--- config.mk ---
export PLATFORM = sky130hd
export DESIGN_NAME = i2c_bit_ctrl
export DESIGN_NICKNAME = d
export VERILOG_FILES = /design/src/rtl/i2c_pkg.sv /design/src/rtl/i2c_bit_ctrl.sv
export SDC_FILE = /design/constraint.sdc
export NUM_CORES = 1
export LEC_CHECK = 0
export ABC_AREA = 0
export ABC_CLOCK_PERIOD_IN_PS = 3400
export BUFFER_PORTS_ARGS = -buffer_cell sky130_fd_sc_hd__buf_2
export CAP_MARGIN = 20
export CORE_ASPECT_RATIO = 1.1
export CORE_UTILIZATION = 51
export DETAILED_ROUTE_END_ITERATION = 16
export PLACE_DENSITY = 0.7
export RECOVER_POWER = 25
export SLEW_MARGIN = 0
export SYNTH_ARGS = -nofsm -noshare
export SYNTH_HDL_FRONTEND = slang
export SYNTH_SLANG_ARGS = --single-unit
--- constraint.sdc ---
create_clock -name i_clk -period 3.4 [get_ports i_clk]
set_clock_uncertainty 0.2 [all_clocks]
set_input_delay 0.68 -clock i_clk [delete_from_list [all_inputs] [get_ports i_clk]]
set_output_delay 0.68 -clock i_clk [all_outputs]
set_load 0.01 [all_outputs]
--- src/rtl/i2c_pkg.sv ---
// Shared encodings and the per-phase line-drive table for the I2C bit controller.
package i2c_pkg;

  localparam logic [1:0] CMD_START = 2'b00;
  localparam logic [1:0] CMD_STOP  = 2'b01;
  localparam logic [1:0] CMD_WRITE = 2'b10;
  localparam logic [1:0] CMD_READ  = 2'b11;

  localparam logic [2:0] ST_IDLE = 3'd0;
  localparam logic [2:0] ST_PA   = 3'd1;
  localparam logic [2:0] ST_PB   = 3'd2;
  localparam logic [2:0] ST_PC   = 3'd3;
  localparam logic [2:0] ST_PD   = 3'd4;

  // 100 MHz / 250 / 4 = 100 kHz
  localparam int CLK_DIV_DEF = 250;

  // Open-drain enables {scl_oe, sda_oe} for a command in a given phase.
  // prev only matters for START phase A (repeated START keeps SCL low).
  function automatic logic [1:0] line_drive(input logic [2:0] st, input logic [1:0] cmd,
                                            input logic tx, input logic prev);
    logic [1:0] d;
    d = 2'b00;
    case (cmd)
      CMD_START: begin
        case (st)
          ST_PA:   d = {prev, 1'b0};
          ST_PC:   d = 2'b01;
          ST_PD:   d = 2'b11;
          default: d = 2'b00;
        endcase
      end
      CMD_STOP: begin
        case (st)
          ST_PA:        d = 2'b11;
          ST_PB, ST_PC: d = 2'b01;
          default:      d = 2'b00;
        endcase
      end
      CMD_WRITE: d = {(st == ST_PA) || (st == ST_PD), ~tx};
      default:   d = {(st == ST_PA) || (st == ST_PD), 1'b0};
    endcase
    return d;
  endfunction

endpackage

--- src/rtl/i2c_bit_ctrl.sv ---
// Bit-level I2C master line controller: one START/STOP/WRITE/READ primitive
// per command, four quarter-bit phases each, with SCL stretching and
// arbitration-loss detection. Drives open-drain enables for the pads.
module i2c_bit_ctrl
  import i2c_pkg::*;
#(
  parameter int CLK_DIV = CLK_DIV_DEF,
  parameter int CNT_W   = 16
) (
  input  logic       i_clk,
  input  logic       i_rst_n,
  input  logic       i_cmd_valid,
  output logic       o_cmd_ready,
  input  logic [1:0] i_cmd,
  input  logic       i_tx_bit,
  output logic       o_rx_valid,
  output logic       o_rx_bit,
  output logic       o_arb_lost,
  output logic       o_busy,
  input  logic       i_scl,
  input  logic       i_sda,
  output logic       o_scl_oe,
  output logic       o_sda_oe
);

  localparam logic [CNT_W-1:0] LAST   = CNT_W'(CLK_DIV - 1);
  localparam logic [CNT_W-1:0] PENULT = CNT_W'(CLK_DIV - 2);

  logic [2:0]       st, st_nxt;
  logic [CNT_W-1:0] cnt, cnt_nxt;
  logic [1:0]       cmd_q, cmd_nxt;
  logic             bit_q, bit_nxt;
  logic             scl_prev, prev_nxt;
  logic             arb_nxt, rxv_nxt, drop, last, arb_chk;
  logic             rx_smp;

  assign o_cmd_ready = (st == ST_IDLE);
  assign o_busy      = ~o_cmd_ready;

  // Phase sequencing. The rx_valid and arb_lost pulses are decided one cycle
  // early so their registered outputs land on the last cycle of PD / PB.
  always_comb begin
    st_nxt   = st;
    cnt_nxt  = cnt;
    cmd_nxt  = cmd_q;
    bit_nxt  = bit_q;
    prev_nxt = scl_prev;
    arb_nxt  = 1'b0;
    rxv_nxt  = 1'b0;
    drop     = 1'b0;
    last     = (cnt == LAST);
    arb_chk  = (cmd_q == CMD_START) || ((cmd_q == CMD_WRITE) && bit_q);
    case (st)
      ST_IDLE: begin
        if (i_cmd_valid) begin
          st_nxt  = ST_PA;
          cnt_nxt = '0;
          cmd_nxt = i_cmd;
          bit_nxt = i_tx_bit;
        end
      end
      ST_PA: begin
        if (last) begin
          st_nxt  = ST_PB;
          cnt_nxt = '0;
        end else begin
          cnt_nxt = cnt + CNT_W'(1);
        end
      end
      ST_PB: begin
        if (last) begin
          cnt_nxt = '0;
          if (o_arb_lost) begin
            st_nxt   = ST_IDLE;
            prev_nxt = 1'b0;
            drop     = 1'b1;
          end else begin
            st_nxt = ST_PC;
          end
        end else if (i_scl) begin
          // Counter holds while SCL is seen low (slave stretch / filter lag).
          cnt_nxt = cnt + CNT_W'(1);
          arb_nxt = (cnt == PENULT) && arb_chk && !i_sda;
        end
      end
      ST_PC: begin
        if (last) begin
          st_nxt  = ST_PD;
          cnt_nxt = '0;
        end else begin
          cnt_nxt = cnt + CNT_W'(1);
        end
      end
      ST_PD: begin
        rxv_nxt = (cmd_q == CMD_READ) && (cnt == PENULT);
        if (last) begin
          st_nxt   = ST_IDLE;
          cnt_nxt  = '0;
          prev_nxt = (cmd_q != CMD_STOP);
        end else begin
          cnt_nxt = cnt + CNT_W'(1);
        end
      end
      default: begin
        st_nxt  = ST_IDLE;
        cnt_nxt = '0;
      end
    endcase
  end

  // State, counters and registered line drive; idle holds the last drive so
  // the bus stays owned between commands, arbitration loss releases it.
  always_ff @(posedge i_clk or negedge i_rst_n) begin
    if (!i_rst_n) begin
      st         <= ST_IDLE;
      cnt        <= '0;
      cmd_q      <= CMD_START;
      bit_q      <= 1'b0;
      scl_prev   <= 1'b0;
      rx_smp     <= 1'b0;
      o_arb_lost <= 1'b0;
      o_rx_valid <= 1'b0;
      o_rx_bit   <= 1'b0;
      o_scl_oe   <= 1'b0;
      o_sda_oe   <= 1'b0;
    end else begin
      st         <= st_nxt;
      cnt        <= cnt_nxt;
      cmd_q      <= cmd_nxt;
      bit_q      <= bit_nxt;
      scl_prev   <= prev_nxt;
      o_arb_lost <= arb_nxt;
      o_rx_valid <= rxv_nxt;
      if (rxv_nxt) o_rx_bit <= rx_smp;
      if ((st == ST_PB) && last) rx_smp <= i_sda;
      if (drop) begin
        o_scl_oe <= 1'b0;
        o_sda_oe <= 1'b0;
      end else if (st_nxt != ST_IDLE) begin
        {o_scl_oe, o_sda_oe} <= line_drive(st_nxt, cmd_nxt, bit_nxt, prev_nxt);
      end
    end
  end

endmodule

* Word level (Yosys, flattened, before mapping)
Index checks and enable logic that the tools add are counted.
** Word-level totals
- Register bits :: 29
- Input port bits :: 8
- Word-level logic and storage cells :: 81
- Output and inout bits :: 7
** Cells by class
- Bitwise operators :: 2
- Eq/ne operators :: 17
- Add/sub/neg operators :: 1
- Reduce and logical (&&, ||, !) cells :: 16
- Muxes and demuxes :: 34
** Operators by type and width (number)
- $mux W16 :: 4
- $pmux W16 S3 :: 1
- $eq A16 B8 Y1 const B :: 2
- $add A16 B1 Y16 const B :: 1
- $mux W1 :: 16
- $mux W3 :: 5
- $pmux W3 S5 :: 1
- $eq A3 B2 Y1 const B :: 4
- $pmux W2 S3 :: 2
- $eq A2 B2 Y1 const B :: 3
- $eq A3 B1 Y1 const B :: 2
- $eq A3 B3 Y1 const B :: 2
- $mux W2 :: 3
- $logic_and A1 B1 Y1 :: 5
- $logic_not A2 Y1 :: 2
- $pmux W2 S2 :: 1
- $logic_not A3 Y1 :: 1
- $ne A3 B3 Y1 const B :: 1
- $reduce_bool A3 Y1 :: 1
- $reduce_or A3 Y1 :: 1
- $eq A2 B1 Y1 const B :: 1
- $logic_or A1 B1 Y1 :: 2
- $ne A2 B1 Y1 const B :: 1
- $ne A2 B2 Y1 const B :: 1
- 6 further kinds :: 7

* Logic depth before layout (Yosys ltp)
- Depth in word-level cells :: 9
- Depth in mapped cells :: 9
- Mapped depth without buffers :: 8

* Worst setup path before layout
No wires, ideal clock.
- Kind :: reg-to-reg
- Start point :: register cnt[13]
- End point :: register cnt[11]
- Data arrival time :: 2.088 ns
- Required time :: 3.072 ns
- Cell stages (with the launch flop) :: 8
- Path slack :: 0.984 ns
- Clock period less this slack :: 2.416 ns
- Path buffers :: 1
- Setup time :: 0.128 ns
- Path through :: dfrtp_1 -> or4_1 -> or4_4 -> buf_6 -> a31oi_4 -> nand3_1 -> xor2_1 -> nor2_1
** On the way
- Word-level cells in the longest chain between the ends :: 3
- Elaborated cells between the ends (all ways) :: 6
- Those cells by class :: 2 x eq/ne; 3 x mux; 1 x reduce/logical
** RTL lines
- from (decl) :: line i2c_bit_ctrl.sv:30 : logic [CNT_W-1:0] cnt, cnt_nxt;
- from (signal assigned) :: line i2c_bit_ctrl.sv:128 : cnt <= cnt_nxt;
- $eq A16 B8 Y1 (*) :: line i2c_bit_ctrl.sv:51 : last = (cnt == LAST);
- $mux W16 (tied with other cells) :: line i2c_bit_ctrl.sv:63, i2c_bit_ctrl.sv:87, i2c_bit_ctrl.sv:96
- $pmux W16 S3 or $reduce_and A2 Y1 (tied branches)
Every way passes the cells marked *; elsewhere a longest branch is shown, timed or not.
A chain may end at the register's enable or synchronous reset.

* Worst setup path in the final report
- Start point :: register cnt[12]
- End point :: register cnt[12]
** On the way
- Word-level cells in the longest chain between the ends :: 4
- Elaborated cells between the ends (all ways) :: 8
- Those cells by class :: 1 x add/sub; 2 x eq/ne; 4 x mux; 1 x reduce/logical
** RTL lines
- $add A16 B1 Y16
- $mux W16 :: line i2c_bit_ctrl.sv:80 : end else if (i_scl) begin
- $mux W16 :: line i2c_bit_ctrl.sv:71 : if (last) begin
- $pmux W16 S3 :: line i2c_bit_ctrl.sv:53 : case (st)
Several ways; a longest one is shown, not always the timed one. The select of a mux whose other input is x is not followed.

==> run_results.csv <==
group,metric,value,unit
yosys,synth_area_leaders,"dfrtp_1 (42%), o21ai_0 (5.8%), nand2_1 (4.3%)",
power_and_ir_drop,p_int,549,uW
floorplanning,start_util,0.552,
timing,worst_slack,0.696,ns
clock_tree,clkLatencyLatePin,0.32,ns
place,place_ws,0.738,ns
yosys,synthSimpleGateAreaFrac,0.272,
worst_setup_path,worstPathArrival,2.72,ns
min_path,holdCritPathClass,"flop to flop",
power_and_ir_drop,leakagePower,0.000821,uW
cells_and_area,insertedDiodeCount,0,
floorplanning,core,3130,um^2
yosys,synthesis.nets,208,
cells_and_area,nets,222,
floorplanning,die-area,3620,um^2
yosys,avgSynthCellArea,8.76,um^2
floorplanning,die_h,63.0,um
power_and_ir_drop,p_sw_frac,0.306,
yosys,synthArstFlopShare,1.00,
route,wl_per_cell,15.8,um
clock_tree,clkTransAtPathRegs,0.08,ns
global_routing,grt_use_total,0.241,
worst_setup_path,critPathCaptureType,"flop",
place,hpwl,2.84,mm
yosys,synth_xor_area_frac,0.0304,
timing,hold_violations,0,
yosys,synth_top_family_by_area,"simple AND/OR/NAND/NOR gates",
worst_setup_path,critical_path_required,3.42,ns
route,drtIter0Drc,72,
worst_setup_path,worstSetupPathType,"flop to flop",
yosys,synth_seq_cells,29,
global_routing,grt_pass1_wl,6.47,mm
timing,finalCriticalPeriod,2.70,ns
floorplanning,io_pins,15,
power_and_ir_drop,max-vdd-ir-drop,0.256,mV
clock_tree,clkSinkCount,29,
power_and_ir_drop,combPwrFrac,0.173,
clock_tree,cts_max_level,2,
cells_and_area,layout_commonest_cell,"dfrtp_1",
clock_tree,cts_setup_buffers,0,
timing,maxSlewViolCount,30,
yosys,synth_compound_area_frac,0.178,
place,gp_congestion,0.870,
outcome,violations,"max-capacitance violations, max-slew violations",
clock_tree,clockRootBuffer,"clkbuf_4",
worst_setup_path,critical_path.cell_chain,"or4_1, nor4_1, buf_4, o31ai_1, buf_4, nor2_1, nand2_1, o31ai_1",
worst_setup_path,max_stage_delay,0.58,ns
yosys,ys.flop_type,"dfrtp_1",
yosys,yosysSeqAreaShare,0.420,
timing,tns,0,ns
cells_and_area,reg_top3,"cnt x16, st x3, cmd_q x2",
outcome,outcome,"finished with violations",
cells_and_area,largest-register,"cnt",
yosys,yosysTopAreaCell,"dfrtp_1",
yosys,synth_cells,197,
global_routing,grt_max_degree,30,
timing,setup_viol_count_final,0,
place,port_buffers,14,
route,via_per_inst,6.29,
route,drt_wl_total,3.88,mm
clock_tree,postCtsHoldBufs,0,
global_routing,grt_pass1_vias,1427,
worst_setup_path,worst_path_max_delay_cell,"or4_1",
yosys,synth_top_area_share,0.420,
yosys,synthAdderAreaFrac,0.0217,
yosys,synthMuxAreaShare,0.0319,
cells_and_area,drive_gt1_frac,0.152,
timing,fmax,0.370,GHz
floorplanning,rows,21,
power_and_ir_drop,switchingPower,242,uW
power_and_ir_drop,seq_power_share,0.563,
route,ant_nets,0,
cells_and_area,largest_reg_flops,16,
clock_tree,post_cts_resized,0,
clock_tree,cts_inserted_buffers,5,
yosys,ys_warn_count,0,
yosys,ys_types,43,
yosys,netlist_area,1730,um^2
power_and_ir_drop,power,791,uW
global_routing,antenna_found_initial,0,
route,drt-pass1-iter-count,4,
run,cap_violations,1,
route,drc_errors,0,
timing,fin_crit_sh,0.795,
global_routing,gr-total-overflow,0,
timing,slew_headroom,-0.00743,
route,num_vias,1542,
clock_tree,cts_tree,"yes",
worst_setup_path,cp_num_buf_inv,2,
cells_and_area,area_growth,7.90,%
worst_setup_path,critPathTopFamily,"simple AND/OR/NAND/NOR gates",
floorplanning,die_x,57.5,um
power_and_ir_drop,powerDensity,425,nW/um^2
cells_and_area,layout_common_cells,"dfrtp_1 (29), nand2_1 (20), o21ai_0 (20)",
timing,rsz0062_at_grt,"false",
yosys,synth_edf_count,0,
clock_tree,clock_path_buffers,2,
worst_setup_path,worst_setup_path_start_kind,"flop",
power_and_ir_drop,p_clk_frac,0.263,
timing,tightest_slew,1.51,ns
worst_setup_path,cp_max_fo,15,
[cell families (layout without fill, tap and decap cells)]
group	count (synthesis)	count (layout)
adders and majority gates	3	3
DFF	29	29
muxes	5	5
xor gates and xnor gates	6	6
buffers and inverters	18	32
and+or+nand+nor	88	88
AOI/OAI and AO/OA	48	48
[layout make-up]
type                    instances  area (um^2)
well taps                      34         42.5
clock buffers                   7         55.1
repair buffers                 16         83.8
multi-input cells             150          922
fillers                       300         1260
inverters                       9         33.8
flip-flops and latches         29          726
[worst paths after layout]
path | startpoint | end | slack (ns) | cells after the start
worst min-delay path | o_scl_oe | o_scl_oe | 0.31 | 2
max in group asynchronous | i_rst_n | cmd_q[1] | 1.61 | 1
worst min register to register | o_scl_oe | o_scl_oe | 0.31 | 2
worst max register to register | cnt[12] | cnt[12] | 0.70 | 8
min in group asynchronous | i_rst_n | cnt[2] | 0.51 | 1
worst max-delay path | cnt[12] | cnt[12] | 0.70 | 8
[power by group through the flow]
stage	clock network, uW	registers (uW)	logic [uW]
after global placement	0	448	136
after CTS	214	444	139
after detailed placement	0	450	139
final	208	446	137
after global routing	235	454	161
after floorplan	0	437	100
[metrics by stage]
stage	cells	hold slack, ns	utilization	area [um^2]
3_3_place_gp	238	0.273	0.579	1810
5_1_grt	245	0.338	0.596	1860
6_report	245	0.308	0.596	1860
4_1_cts	245	0.180	0.596	1860
2_1_floorplan	197	0.184	-	1730
3_5_place_dp	238	0.290	0.579	1810
[cell usage after synthesis (4+ instances only)]
master / instances
o21ai_0: 20
mux2_2: 4
nand2_1: 20
xor2_1: 5
nor2_1: 16
nand3_1: 13
a21oi_1: 11
o31ai_1: 6
and3_1: 5
inv_1: 9
dfrtp_1: 29
clkbuf_1: 6
nor4_1: 4
[worst min-delay path: cells and delay by family, from the launching register on]
family | cells | cell delay, ns
AO/OA/AOI/OAI | 1 | 0.06
flip-flops | 1 | 0.36
AND/OR/NAND/NOR | 1 | 0.05
[metal layers]
metal,vias up,part of all wire,GRT usage,routed length [um]
met3,5,0.050,0.0704,193
met4,0,0.015,0.101,59
met2,53,0.52,0.413,2020
li1,738,-,-,-
met1,746,0.41,0.275,1610
met5,-,0,0,0
Note: power is estimated with default switching activity, not from simulation.
